<file path="config.mk">
export PLATFORM = sky130hd
export DESIGN_NAME = branch_resolve_tracker
export DESIGN_NICKNAME = d
export VERILOG_FILES = /design/src/rtl/branch_resolve_tracker.sv
export SDC_FILE = /design/constraint.sdc
export NUM_CORES = 1
export LEC_CHECK = 0
export BUFFER_PORTS_ARGS = -buffer_cell sky130_fd_sc_hd__buf_2
export CELL_PAD_IN_SITES_DETAIL_PLACEMENT = 1
export CELL_PAD_IN_SITES_GLOBAL_PLACEMENT = 1
export CORE_ASPECT_RATIO = 2
export CORE_MARGIN = 2
export CORE_UTILIZATION = 38
export DETAILED_ROUTE_END_ITERATION = 8
export HOLD_SLACK_MARGIN = 0.05
export PLACE_DENSITY = 0.91
export RECOVER_POWER = 50
export SLEW_MARGIN = 0
export SYNTH_ARGS = -nofsm -noshare
export SYNTH_HDL_FRONTEND = slang
export SYNTH_SLANG_ARGS = --single-unit
</file>
<file path="constraint.sdc">
create_clock -name clk -period 5.6 [get_ports clk]
set_input_delay 0.84 -clock clk [delete_from_list [all_inputs] [get_ports clk]]
set_output_delay 0.84 -clock clk [all_outputs]
set_load 0.02 [all_outputs]
</file>
<file path="src/rtl/branch_resolve_tracker.sv">
// branch_resolve_tracker
// Initiator side of a 2-bit branch predictor interface. Fetch issues branches,
// one prediction request is sent per branch, and the returned prediction is
// queued in an in-order FIFO of in-flight branches. When the back end resolves
// the oldest branch, the outcome is forwarded to the predictor, mispredicts are
// flagged, and all younger branches, including one still being predicted, are
// flushed.
// Optional statistics counters are built only when BRANCH_STATS_EN is defined;
// otherwise stat_branches / stat_mispredicts are tied to zero.
module branch_resolve_tracker #(
    parameter int DEPTH = 4,
    parameter int CNT_W = 16
) (
    input  logic             clk,
    input  logic             rst_n,
    input  logic             br_issue,
    output logic             issue_ready,
    output logic             pred_request,
    input  logic             prediction,
    output logic             br_pred_valid,
    output logic             br_pred,
    input  logic             br_resolve,
    input  logic             br_actual_taken,
    output logic             resolve_ready,
    output logic             pred_result,
    output logic             pred_taken,
    output logic             mispredict,
    output logic             resolve_err,
    output logic [CNT_W-1:0] stat_branches,
    output logic [CNT_W-1:0] stat_mispredicts
);

    localparam int PTR_W = (DEPTH > 1) ? $clog2(DEPTH) : 1;
    localparam logic [PTR_W:0] FULL_CNT = (PTR_W+1)'(DEPTH);

    typedef enum logic [1:0] {
        IDLE    = 2'd0,
        REQ     = 2'd1,
        CAPTURE = 2'd2
    } state_t;

    state_t           state;
    logic             kill;
    logic [PTR_W-1:0] wr_ptr;
    logic [PTR_W-1:0] rd_ptr;
    logic [PTR_W:0]   count;
    logic             fifo_mem [DEPTH];

    logic             issue_acc_p0;
    logic             resolve_acc_p0;
    logic             head_pred_p0;
    logic             miss_p0;
    logic             push_p0;
    logic             pop_p0;

    // Resolve wins over issue so request and result strobes never coincide.
    assign issue_ready    = (state == IDLE) && (count < FULL_CNT) && !br_resolve;
    assign resolve_ready  = (count != '0);

    assign issue_acc_p0   = br_issue && issue_ready;
    assign resolve_acc_p0 = br_resolve && resolve_ready;
    assign head_pred_p0   = fifo_mem[rd_ptr];
    assign miss_p0        = resolve_acc_p0 && (head_pred_p0 != br_actual_taken);
    // A branch in flight is younger than every queued one, so a mispredict
    // (now or earlier in its REQ cycle) discards it instead of capturing it.
    assign push_p0        = (state == CAPTURE) && !kill && !miss_p0;
    assign pop_p0         = resolve_acc_p0 && !miss_p0;

    // Issue FSM: request strobe, prediction capture and discard tracking.
    always_ff @(posedge clk) begin
        if (!rst_n) begin
            state         <= IDLE;
            kill          <= 1'b0;
            pred_request  <= 1'b0;
            br_pred_valid <= 1'b0;
            br_pred       <= 1'b0;
        end else begin
            pred_request  <= 1'b0;
            br_pred_valid <= push_p0;
            if (push_p0) begin
                br_pred <= prediction;
            end
            case (state)
                IDLE: begin
                    kill <= 1'b0;
                    if (issue_acc_p0) begin
                        state        <= REQ;
                        pred_request <= 1'b1;
                    end
                end
                REQ: begin
                    state <= CAPTURE;
                    if (miss_p0) begin
                        kill <= 1'b1;
                    end
                end
                CAPTURE: begin
                    state <= IDLE;
                    kill  <= 1'b0;
                end
                default: begin
                    state <= IDLE;
                    kill  <= 1'b0;
                end
            endcase
        end
    end

    // FIFO pointers and occupancy; a mispredict empties the queue outright.
    always_ff @(posedge clk) begin
        if (!rst_n) begin
            wr_ptr <= '0;
            rd_ptr <= '0;
            count  <= '0;
        end else if (miss_p0) begin
            wr_ptr <= '0;
            rd_ptr <= '0;
            count  <= '0;
        end else begin
            if (push_p0) begin
                wr_ptr <= wr_ptr + PTR_W'(1);
            end
            if (pop_p0) begin
                rd_ptr <= rd_ptr + PTR_W'(1);
            end
            case ({push_p0, pop_p0})
                2'b10:   count <= count + (PTR_W+1)'(1);
                2'b01:   count <= count - (PTR_W+1)'(1);
                default: count <= count;
            endcase
        end
    end

    // FIFO storage holds only prediction bits, so it needs no reset.
    always_ff @(posedge clk) begin
        if (push_p0) begin
            fifo_mem[wr_ptr] <= prediction;
        end
    end

    // Resolve side: one-cycle result, mispredict and error pulses.
    always_ff @(posedge clk) begin
        if (!rst_n) begin
            pred_result <= 1'b0;
            pred_taken  <= 1'b0;
            mispredict  <= 1'b0;
            resolve_err <= 1'b0;
        end else begin
            pred_result <= resolve_acc_p0;
            pred_taken  <= resolve_acc_p0 && br_actual_taken;
            mispredict  <= miss_p0;
            resolve_err <= br_resolve && !resolve_ready;
        end
    end

`ifdef BRANCH_STATS_EN
    logic [CNT_W-1:0] br_cnt;
    logic [CNT_W-1:0] miss_cnt;

    function automatic logic [CNT_W-1:0] sat_inc(input logic [CNT_W-1:0] v);
        return (&v) ? v : v + CNT_W'(1);
    endfunction

    // Saturating resolve and mispredict counters.
    always_ff @(posedge clk) begin
        if (!rst_n) begin
            br_cnt   <= '0;
            miss_cnt <= '0;
        end else begin
            if (resolve_acc_p0) begin
                br_cnt <= sat_inc(br_cnt);
            end
            if (miss_p0) begin
                miss_cnt <= sat_inc(miss_cnt);
            end
        end
    end

    assign stat_branches    = br_cnt;
    assign stat_mispredicts = miss_cnt;
`else
    assign stat_branches    = '0;
    assign stat_mispredicts = '0;
`endif

endmodule

</file>
==> results.md <==
Global route:
- The number of global-route vias before repair is 791.
- The initial antenna violation count is 0.
- The first global-routing pass estimated 3.48 mm of wire.
- After global routing the overflow that remains totals 0.
- For this run, the total global-route usage over all layers was measured as 0.124.
- The pin count of the biggest net entering global routing is 16.

Worst setup path:
- The category of the worst setup path launch point is a flip-flop.
- The critical register-to-register path endpoint is count[2]$_SDFFE_PP0P_.
- For this design, the slowest cell found on the critical path is xnor2_1.
- The signal on the critical path passes through mux4_2 -> xnor2_1 -> and2_2 -> ha_1 -> inv_1 -> fa_1 -> xor2_1 -> nor2_1 -> xnor2_1 -> nor2_1.
- The required time of the worst setup path is 5.76 ns.
- STA puts the critical path data arrival time at 3.20 ns.
- The worst setup path is captured at a flip-flop.
- Setup slack on the worst reg-to-reg path comes out at 2.55 ns.
- The maximum fanout count along the critical path is 10.
- On the worst path, the slowest cell contributes a delay of 0.70 ns.
- Measured in cells, the most critical reg-to-reg path has a length of 10.
- By startpoint and endpoint, the worst setup path is classified as reg -> reg.

Clock network:
- TritonCTS built the clock tree.
- The clock latency on the worst-skew pair is 0.26 ns.
- The H-tree depth is 1.
- The buffer depth of the longest clock path is 2.
- In this run the post-CTS setup repair buffer count came out at 0.
- The number of clock sinks seen by CTS is 23.
- The root cell of the clock tree is clkbuf_8.
- The clock transition at the register clock pins on the worst setup and hold paths after CTS is 0.08 ns.
- The number of buffers created by CTS is 3.
- The number of gates resized after CTS was 0.
- The number of hold buffers added after CTS was 0.

Die:
- The total number of placement rows is 29.
- The core outline area is 3120 sq um.
- For this configuration, the core starts out at a cell density of 0.392.
- In this run the vertical extent of the chip is 84.2 um.
- The die covers 3710 sq um.
- The die width is 44.1 um.
- 47 I/O pins were placed.

STA:
- In this run the tightest slew margin relative to its limit is 0.420.
- Final hold analysis gives a worst-case slack of 0.456 ns.
- For the pin with the worst max-slew slack, the measured transition is 0.864 ns.
- For the final routed database, the setup TNS stands at 0 ns.
- Setup repair after global routing left no endpoint under its margin.
- The highest clock rate is 328 MHz.
- The count of endpoints failing hold in the final timing report came to 0.
- Of the available clock period, the critical path in the final layout requires 0.544.
- For the final database, setup skew stands at 0.00372 ns.
- The smallest clock period supported by the final layout is computed as 3.05 ns.
- The final number of max-transition violations is 0.
- Setup violations remaining at the end of the flow were counted as 0.

Run:
- The count of max-cap constraint violations is 0.

Final layout:
- 0 antenna diodes ended up in the layout.
- The utilization of the core after routing is 0.389.
- The top cell types in the final layout, fill and taps aside, are conb_1 (32), dfxtp_1 (19), nor2_1 (12), clkbuf_1 (9), nand2_1 (7).
- The most common cell after layout, fill and taps aside is conb_1.
- The footprint of the multi-input gates is 546 sq um.
- The number of inserted filler cells in the final layout is 386.
- Of the cells placed in the final design, the portion with a size suffix greater than 1 is 0.100.
- Summing all flip-flop and latch instances after layout gives 500 sq um.
- The area growth from synthesis to layout is -0.819%.
- In the final design database the tool counted 153 nets.

Hold path:
- The endpoint of the worst hold path is state[1]$_SDFFE_PN0P_.
- The class of the tightest hold or removal check is reg -> reg.
- The launch instance of the worst min-delay path is state[1]$_SDFFE_PN0P_.
- Counting instances, the worst hold path has a depth of 1.

Detailed routing:
- The via total after detailed routing is 763.
- Summed over all layers, the routed wires come to 2.18 mm.
- The total iterations of the first detailed-routing run is 2.
- The ratio of routed vias to standard cells is 4.46.
- The number of antenna-violating nets in the routed design is 0.
- In the routed design, unresolved DRC markers number 0.
- In the final routed layout, each cell accounts on average for 12.8 um.
- The initial DRC count is 4.

Yosys:
- The dominant synthesized flop cell is dfxtp_1.
- The cell accounting for the most synthesized area is dfxtp_1.
- The share of the Yosys chip area taken by registers is 0.409.
- Of the post-synthesis cell area, the dominant cell type holds 0.311.
- The register bit count reported by yosys is 23.
- By area the synthesized netlist is led by dfxtp_1 (31%), buf_4 (20%), edfxtp_1 (9.8%), ha_1 (5.1%), nor2_1 (3.7%).
- The number of synthesized flops with an enable pin is 4.
- For this run, the number of Yosys warnings is 0.
- The mean instance size in the synthesized netlist is 9.86 sq um.
- The fraction of registers with async set or reset after synthesis is 0.
- The netlist area before placement is 1220 sq um.
- The synthesized instance count is 124.
- The number of different library cells in the post-synthesis netlist is 30.

Status:
- The run finished with clean final reports.

Place:
- The post-DP HPWL is 1.79 mm.
- The congestion estimate from routability-driven global placement came to 0.755.
- The total of buffers placed on input and output ports is 14.

Power and ir drop:
- IR analysis of the VDD net gives a maximum drop of 0.0818 mV.
- Power spread over the standard cell area amounts to 260 nW/um^2.
- The leakage power is 0.544 nW.
[sequential cells by signal, summed over array words and instances, names as in the netlist, named ones only]
register	cells
wr_ptr	2
pred_request	1
pred_taken	1
rd_ptr	2
kill	1
resolve_err	1
br_pred_valid	1
pred_result	1
fifo_mem	4
mispredict	1
count	3
state	2
br_pred	1
[per-layer routing]
metal / GRT usage / wire length, um / vias to the layer above
li1: - / - / 368
met1: 0.107 / 677 / 359
met2: 0.246 / 1340 / 32
met3: 0.0151 / 122 / 4
met4: 0.0661 / 38 / 0
met5: 0 / 0 / -
[power by group]
group | internal, W | switching, W
clock network | 0.0000497 | 0.0000515
registers | 0.000171 | 0.00000181
logic | 0.00000725 | 0.0000339
total | 0.000228 | 0.0000873
[per-stage QoR]
stage | power (W) | setup WS, ns | area, sq um | std cells
detailed placement | 0.000219 | 2.88 | 1200 | 167
CTS | 0.000320 | 2.93 | 1240 | 171
global placement | 0.000218 | 2.96 | 1200 | 167
floorplan | 0.000228 | 3.18 | 1340 | 155
finish | 0.000315 | 2.55 | 1210 | 171
global route | 0.000327 | 2.36 | 1210 | 171
[cells in the mapped netlist, drive strengths merged, types with 2 or more instances]
| cell type | number |
|---|---|
| nor2 | 12 |
| and3 | 4 |
| edfxtp | 4 |
| dfxtp | 19 |
| xnor2 | 3 |
| xor2 | 2 |
| inv | 6 |
| and2 | 8 |
| a21oi | 3 |
| ha | 5 |
| nand2 | 7 |
| nand3 | 3 |
| o21a | 2 |
| buf | 33 |
| nand4b | 2 |
[cell families (layout without fill, tap and decap cells)]
logic type	count (synthesis)	count (layout)	synth area share
AOI/OAI and AO/OA	7	7	0.0450
xor gates and xnor gates	5	5	0.0512
adders and majority gates	6	6	0.0676
buffers and inverters	39	24	0.224
DFF	23	23	0.409
muxes	1	1	0.0184
other	1	32	0.00307
and+or+nand+nor	42	42	0.181
[worst max-delay path: cells and delay by family, from the launching register on]
family | cells | cell delay [ns]
adder cells (fa/ha/maj) | 2 | 0.57
multiplexers | 1 | 0.52
XOR/XNOR | 3 | 0.99
AND/OR/NAND/NOR | 3 | 0.44
flip-flops | 1 | 0.35
buffers and inverters | 1 | 0.07
[worst max path at each step]
stage	endpoint	slack (ns)
2_1_floorplan	count[2]$_SDFFE_PP0P_	3.18
3_3_place_gp	count[2]$_SDFFE_PP0P_	2.96
6_report	count[2]$_SDFFE_PP0P_	2.55
4_1_cts	count[2]$_SDFFE_PP0P_	2.93
3_5_place_dp	count[2]$_SDFFE_PP0P_	2.88
5_1_grt	count[2]$_SDFFE_PP0P_	2.36
[area by class of cell]
type                       instances  area share
timing repair buffer              14      0.0485
inverter                           6      0.0186
tap                               31      0.0320
sequential                        23       0.413
clock buffer                       3      0.0341
clock inverter                     1     0.00413
multi-input combinational         93       0.450
Note: power is estimated with default switching activity, not from simulation.
